File: config.mk
export PLATFORM = sky130hd
export DESIGN_NAME = alu_acc_sequencer
export DESIGN_NICKNAME = d
export VERILOG_FILES = /design/src/rtl/alu_seq_pkg.sv /design/src/rtl/alu_core.sv /design/src/rtl/alu_acc_sequencer.sv
export SDC_FILE = /design/constraint.sdc
export NUM_CORES = 1
export LEC_CHECK = 0
export BUFFER_PORTS_ARGS = -buffer_cell sky130_fd_sc_hd__buf_2
export CORE_ASPECT_RATIO = 1.25
export CORE_MARGIN = 4
export CORE_UTILIZATION = 40
export CTS_BUF_LIST = sky130_fd_sc_hd__clkbuf_2
export CTS_CLUSTER_SIZE = 24
export DETAILED_ROUTE_END_ITERATION = 16
export HOLD_SLACK_MARGIN = 0.08
export PLACE_DENSITY_LB_ADDON = 0.12
export SYNTH_ARGS = -nofsm -noshare
export SYNTH_HDL_FRONTEND = slang
export SYNTH_SLANG_ARGS = --single-unit
export TNS_END_PERCENT = 50
File: constraint.sdc
create_clock -name clk -period 3.75 [get_ports clk]
set_clock_uncertainty 0.15 [all_clocks]
set_input_delay 0.5625 -clock clk [delete_from_list [all_inputs] [get_ports clk]]
set_output_delay 0.5625 -clock clk [all_outputs]
set_load 0.01 [all_outputs]
File: src/rtl/alu_seq_pkg.sv
`default_nettype none
// ============================================================================
//  Module   : alu_seq_pkg
//  Purpose  : Shared operation codes and FSM state type for alu_acc_sequencer
//             and its ALU core.
//  Revision : 1.0  initial release
// ============================================================================
package alu_seq_pkg;

  // Operation codes; identical to the ALU mode encoding
  localparam logic [1:0] OP_READ = 2'b00;
  localparam logic [1:0] OP_LOAD = 2'b01;
  localparam logic [1:0] OP_ADD  = 2'b10;
  localparam logic [1:0] OP_SUB  = 2'b11;

  // Sequencer states
  typedef enum logic [1:0] {
    IDLE = 2'd0,
    EXEC = 2'd1,
    RESP = 2'd2
  } state_t;

endpackage
`default_nettype wire

File: src/rtl/alu_core.sv
`default_nettype none
// ============================================================================
//  Module   : alu_core
//  Purpose  : Purely combinational four-mode ALU (a, b, a+b, a-b) with a
//             zero flag. Arithmetic wraps modulo 2^WIDTH.
//  Revision : 1.0  initial release
// ============================================================================
module alu_core
  import alu_seq_pkg::*;
#(
  parameter int WIDTH = 10
) (
  input  logic [WIDTH-1:0] a,
  input  logic [WIDTH-1:0] b,
  input  logic [1:0]       mode,
  output logic [WIDTH-1:0] y,
  output logic             is_zero
);

  // Mode select; carries and borrows fall off the top of the result
  always_comb begin
    y = a;
    case (mode)
      OP_READ: y = a;
      OP_LOAD: y = b;
      OP_ADD:  y = a + b;
      OP_SUB:  y = a - b;
      default: y = a;
    endcase
  end

  assign is_zero = (y == '0);

endmodule
`default_nettype wire

File: src/rtl/alu_acc_sequencer.sv
`default_nettype none
// ============================================================================
//  Module   : alu_acc_sequencer
//  Purpose  : Accepts (op, data) commands over valid/ready, applies each to an
//             internal accumulator through alu_core, writes the result back
//             and presents it with a zero flag on a valid/ready result port.
//             IDLE -> EXEC -> RESP, one command in flight at a time.
//  Options  : define ALU_SEQ_FLAGS_EN to add registered out_carry / out_ovf.
//  Revision : 1.0  initial release
// ============================================================================
module alu_acc_sequencer
  import alu_seq_pkg::*;
#(
  parameter int WIDTH = 10
) (
  input  logic             clk,
  input  logic             reset,
  input  logic             in_valid,
  output logic             in_ready,
  input  logic [1:0]       in_op,
  input  logic [WIDTH-1:0] in_data,
  output logic             out_valid,
  input  logic             out_ready,
  output logic [WIDTH-1:0] out_y,
  output logic             out_is_zero,
`ifdef ALU_SEQ_FLAGS_EN
  output logic             out_carry,
  output logic             out_ovf,
`endif
  output logic [WIDTH-1:0] acc
);

  state_t           r_state;
  state_t           w_state_next;
  logic [1:0]       r_op;
  logic [WIDTH-1:0] r_data;
  logic [WIDTH-1:0] w_alu_y;
  logic             w_alu_is_zero;

  alu_core #(
    .WIDTH (WIDTH)
  ) u_alu_core (
    .a       (acc),
    .b       (r_data),
    .mode    (r_op),
    .y       (w_alu_y),
    .is_zero (w_alu_is_zero)
  );

  // State register
  always_ff @(posedge clk or posedge reset) begin
    if (reset) r_state <= IDLE;
    else       r_state <= w_state_next;
  end

  // Next-state logic; out_ready only steers the state, never in_ready directly
  always_comb begin
    w_state_next = r_state;
    case (r_state)
      IDLE:    if (in_valid) w_state_next = EXEC;
      EXEC:    w_state_next = RESP;
      RESP:    if (out_ready) w_state_next = IDLE;
      default: w_state_next = IDLE;
    endcase
  end

  assign in_ready  = (r_state == IDLE) && !reset;
  assign out_valid = (r_state == RESP);

  // Command latch in IDLE; result write-back in EXEC; everything holds in RESP
  always_ff @(posedge clk or posedge reset) begin
    if (reset) begin
      r_op        <= OP_READ;
      r_data      <= '0;
      acc         <= '0;
      out_y       <= '0;
      out_is_zero <= 1'b1;
    end else begin
      if (r_state == IDLE && in_valid) begin
        r_op   <= in_op;
        r_data <= in_data;
      end
      if (r_state == EXEC) begin
        acc         <= w_alu_y;
        out_y       <= w_alu_y;
        out_is_zero <= w_alu_is_zero;
      end
    end
  end

`ifdef ALU_SEQ_FLAGS_EN
  logic w_carry;
  logic w_ovf;

  // ADD carries out exactly when the wrapped sum is below acc; SUB borrows
  // when acc < data. Overflow: operand signs agree (ADD) or differ (SUB) and
  // the result sign departs from acc's sign.
  always_comb begin
    w_carry = 1'b0;
    w_ovf   = 1'b0;
    case (r_op)
      OP_ADD: begin
        w_carry = (w_alu_y < acc);
        w_ovf   = (acc[WIDTH-1] == r_data[WIDTH-1]) &&
                  (w_alu_y[WIDTH-1] != acc[WIDTH-1]);
      end
      OP_SUB: begin
        w_carry = (acc < r_data);
        w_ovf   = (acc[WIDTH-1] != r_data[WIDTH-1]) &&
                  (w_alu_y[WIDTH-1] != acc[WIDTH-1]);
      end
      default: begin
        w_carry = 1'b0;
        w_ovf   = 1'b0;
      end
    endcase
  end

  // Flags are registered alongside out_y
  always_ff @(posedge clk or posedge reset) begin
    if (reset) begin
      out_carry <= 1'b0;
      out_ovf   <= 1'b0;
    end else if (r_state == EXEC) begin
      out_carry <= w_carry;
      out_ovf   <= w_ovf;
    end
  end
`else
`endif

endmodule
`default_nettype wire
==> run metrics, run 1 <==
Slew @ Worst Pin=0.984 ns; CTS tree=yes; CP arrival=3.41 ns; 1st-iter DRT viols=103; Slowest-stage cell, CP=or4_4; Most used DFF post-synth=dfrtp_1; period utilisation layout=0.870; Post-route DRC=0; Synth Register Bits=25; Setup crit start=r_data[2]; H-tree levels=1; wire per inst=15.3 µm; crit path max fanout=7; Skew-Pair Late Insertion Delay=0.36 ns; top cell type's share of synthesized area=0.322; number of diodes=0; Seq/Total Area, Yosys=0.336; Post-Synthesis Cells=206; chip width=69.1 µm; Multi-input gate area=0.00109 mm²; final hold violation count=0; Final Max Slew Viols=0; startpoint types=flip-flop; WP buf/inv=0; most common cell in the netlist=dfrtp_1; Die ar.=0.00583 mm²; Crit path largest cell delay=0.59 ns; R2R depth=10; Clock Pin Slew Worst Setup and Hold Paths=0.26 ns; CTS root buffer=clkbuf_2; Finish-stage setup viols=0; most frequent CP cell=o21ai_0; fill count=468; global placer's final weighted congestion=0.926; vias in the first global route=1483; library cells used by synthesis=40; layout cells sized above 1=0.259; CTS Hold Buffers Added=0; max-slew headroom at the worst pin=0.341; area delta synth->final=9.85%; Syn Area/Cell=9.06 µm²; Num CTS Buffers=3; Vias/cell=5.29; status=completed; die extent in y=84.4 µm; antenna violations before repair=0; CP Cell Sequence=or4_4 -> o21ai_0 -> xor2_1 -> ha_1 -> a21oi_1 -> o21ai_0 -> or3_1 -> mux2i_1 -> nor2_1 -> o31ai_1; antenna-violating nets left=0; FP Rows=27; Ys Warns=0; WL final=4440 µm; Critical Setup Path Class=reg2reg; first-pass GRT wire length=7350 µm; Syn Nets=233; Clock Sink Count=25; total negative slack=0 ns; Hold WC Path Type=in2reg; IO Port Bufs=38; cell taking the most area after synthesis=dfrtp_1; reg2reg setup slack=0.49 ns; PostCTS Resize Cnt=0; grt ovf=0; Critical R2R Launch=r_data[2]; Post-layout nets=260; Core Area=0.00446 mm²; largest net degree at the start of global routing=26; fmax=0.307 GHz; fin crit period=3.26 ns; buffer count from post-CTS setup fixing=0; Finished Core Util=0.460; r2r endpoint=out_is_zero; top post-synthesis cells by area=dfrtp_1 32%, ha_1 6.7%, buf_4 5.6%; Critical Path End Type=flip-flop; Max Cap Viol=0; # IOs=39; cell area after synthesis=0.00187 mm²; critical path required time=3.90 ns; GRT Overall Usage=0.155; Worst path top cell family by delay=simple AND/OR/NAND/NOR gates; Synth async-reset ratio=1.00; total stage count of the critical path=10; Synth top cells by count=24 x dfrtp_1, 19 x nand2_1, 17 x a21oi_1; RSZ-0062 raised after global routing=false; initial core utilization=0.419; crit path capture=out_is_zero; Initial DRT Pass Iterations=4; Post-synth EDFFs=0; Via Count=1533; FF+latch area=627 µm²; DP HPWL=3530 µm; CTS Buffer Depth=2
[cells in the final DEF (no fill, tap or decap), types with 8 or more instances in the layout]
master / n
mux2i_1: 9
a21oi_1: 17
o21ai_0: 15
ha_1: 10
xnor2_1: 8
nand2_1: 19
nor2_1: 11
inv_1: 8
buf_2: 38
mux2_2: 9
dfrtp_1: 24
[cell families (layout without fill, tap and decap cells)]
kind of cell	count (synthesis)	count (layout)	synth area share
fa+ha+maj	11	11	0.0777
xor+xnor	15	15	0.0744
flops	25	25	0.336
compound gates	56	56	0.180
mux	18	18	0.103
simple gates	54	54	0.146
buf+inv	27	53	0.0838
[sequential cells by signal, indices dropped and copies added, names as in the netlist]
name,flops
r_op,2
r_state,2
r_data,10
acc,10
out_is_zero,1
[how the worst min path moves through the flow]
stage	startpoint	end	slack (ns)	depth (start not counted)
2_1_floorplan	out_is_zero	out_is_zero	0.33	2
3_3_place_gp	out_is_zero	out_is_zero	0.32	2
3_5_place_dp	out_is_zero	out_is_zero	0.31	2
4_1_cts	out_ready	r_state[1]	0.19	2
5_1_grt	out_ready	r_state[1]	0.18	2
6_report	out_ready	r_state[1]	0.20	2
[per-layer routing]
metal / up-vias / GRT usage / routed length, µm / part of all wire
li1: 775 / - / - / -
met5: - / 0 / 0 / 0
met1: 724 / 0.201 / 2000 / 0.45
met3: 5 / 0.0180 / 120 / 0.027
met2: 29 / 0.273 / 2280 / 0.51
met4: 0 / 0.0373 / 42 / 0.0095
[per-stage QoR]
stage	instances	worst slack, ns	cell area (µm²)	hold slack [ns]
2_1_floorplan	206	0.722	1870	0.325
3_3_place_gp	286	0.609	2030	0.318
3_5_place_dp	286	0.529	2030	0.313
4_1_cts	290	0.476	2050	0.191
5_1_grt	290	0.249	2050	0.177
6_report	290	0.489	2050	0.203
[area by class of cell]
cell class,instances,area share
multi-input combinational,154,0.531
sequential,25,0.306
timing repair buffer,41,0.104
tap,58,0.0354
inverter,8,0.0146
clock buffer,4,0.00976
Power of run 1 is not shown: default switching activity piles up to over one toggle a cycle in this logic, so the estimate is an artifact.
==> run 2: changes to the inputs <==
PLACE_DENSITY_LB_ADDON = default   (was 0.12)
==> run metrics, run 2 (synthesized netlist as in run 1, its figures left out) <==
Clock Pin Slew Worst Setup and Hold Paths=0.27 ns (about the same); most frequent cells in the layout=38 x buf_2, 24 x dfrtp_1, 19 x nand2_1, 17 x a21oi_1, 15 x o21ai_0; global placer's final weighted congestion=0.877 (-5.3%); 1st-iter DRT viols=85 (-17%); HP Start=out_ready; final hold violation count=0 (unchanged); Final Max Slew Viols=0 (unchanged); largest net degree at the start of global routing=26 (unchanged); Initial DRT Pass Iterations=5 (+1); largest registers=acc x10, r_data x10; Slew @ Worst Pin=1.01 ns (+0.0229 ns); reg2reg setup slack=0.45 ns (-0.04 ns); Critical R2R Launch=r_data[2]; Hold WC Path Type=in2reg; initial core utilization=0.419 (unchanged); grt ovf=0 (unchanged); DP HPWL=3480 µm (-1.3%); critical path required time=3.90 ns (about the same); CP arrival=3.45 ns (+0.04 ns); first-pass GRT wire length=7360 µm (about the same); Core Area=0.00446 mm² (unchanged); H-tree levels=1 (unchanged); total negative slack=0 ns (unchanged); fin crit period=3.30 ns (+0.0372 ns); period utilisation layout=0.879 (+0.00993); # IOs=39 (unchanged); buffer count from post-CTS setup fixing=0 (unchanged); hold worst-path end=r_state[1]; max-slew headroom at the worst pin=0.326 (-0.0153); die extent in y=84.4 µm (unchanged); Post-route DRC=0 (unchanged); Skew-Pair Late Insertion Delay=0.38 ns (+0.02 ns); chip width=69.1 µm (unchanged); area delta synth->final=9.85% (unchanged); hold depth=2 (unchanged); r2r endpoint=out_is_zero; GRT Overall Usage=0.156 (+0.000958); vias in the first global route=1476 (-0.47%); Max Cap Viol=0 (unchanged); CTS tree=yes; RSZ-0062 raised after global routing=false; number of diodes=0 (unchanged); CTS root buffer=clkbuf_2; Via Count=1541 (+0.52%); status=completed; Critical Setup Path Class=reg2reg; IO Port Bufs=38 (unchanged); Die ar.=0.00583 mm² (unchanged); Post-layout nets=260 (unchanged); layout cells sized above 1=0.259 (unchanged); Clock Sink Count=25 (unchanged); crit path max fanout=7 (unchanged); fill count=485 (+3.6%); FP Rows=27 (unchanged); Finish-stage setup viols=0 (unchanged); R2R depth=10 (unchanged); WL final=4420 µm (-0.38%); PostCTS Resize Cnt=0 (unchanged); antenna violations before repair=0 (unchanged); Vias/cell=5.31 (+0.52%); startpoint types=flip-flop; Num CTS Buffers=3 (unchanged); commonest non-fill, non-tap cell in the layout=buf_2; Critical Path End Type=flip-flop; CTS Hold Buffers Added=0 (unchanged); fmax=0.303 GHz (-1.1%); antenna-violating nets left=0 (unchanged); wire per inst=15.2 µm (-0.38%); CTS Buffer Depth=2 (unchanged)
-- run 2: cell count changes in the layout (fill, tap and decap cells not counted) --
cell and change:
clkbuf_2 -1, clkinv_2 +1
-- run 2: worst max-delay path: stages (launching register included) --
cell     delay [ns]
dfrtp_1        0.52
or4_4          0.59
o21ai_0        0.21
xor2_1         0.18
ha_1           0.31
a21oi_1        0.28
o21ai_0        0.15
or3_1          0.35
mux2i_1        0.18
nor2_1         0.06
o31ai_1        0.24
-- run 2: how the worst max path moves through the flow --
stage                     startpoint           to
final                      r_data[2]  out_is_zero
after floorplan            r_data[2]  out_is_zero
after detailed placement   r_data[2]  out_is_zero
after global routing       r_data[2]  out_is_zero
after CTS                  r_data[2]  out_is_zero
after global placement     r_data[2]  out_is_zero
-- run 2: layer usage --
metal  track usage  wire length (µm)  up-vias
met5             0                 0        -
met4        0.0710               136        0
met3        0.0228               138       11
met2         0.263              2200       31
met1         0.196              1940      724
li1              -                 -      775
-- run 2: through the flow --
step	utilization	area (µm²)	cells	hold slack, ns	worst slack [ns]
2_1_floorplan	-	1870	206	0.325	0.722
3_3_place_gp	0.455	2030	286	0.314	0.606
3_5_place_dp	0.455	2030	286	0.316	0.506
4_1_cts	0.460	2050	290	0.179	0.445
5_1_grt	0.460	2050	290	0.150	0.221
6_report	0.460	2050	290	0.188	0.452
-- run 2: area by class of cell --
class	instances	area, µm²	area share
clock buffers	3	15.0	0.00732
clock inverters	1	5.00	0.00244
inverters	8	30.0	0.0146
multi-input cells	154	1090	0.531
flip-flops and latches	25	627	0.306
well taps	58	72.6	0.0354
repair buffers	41	213	0.104
Power of run 2 is left out for the same reason.
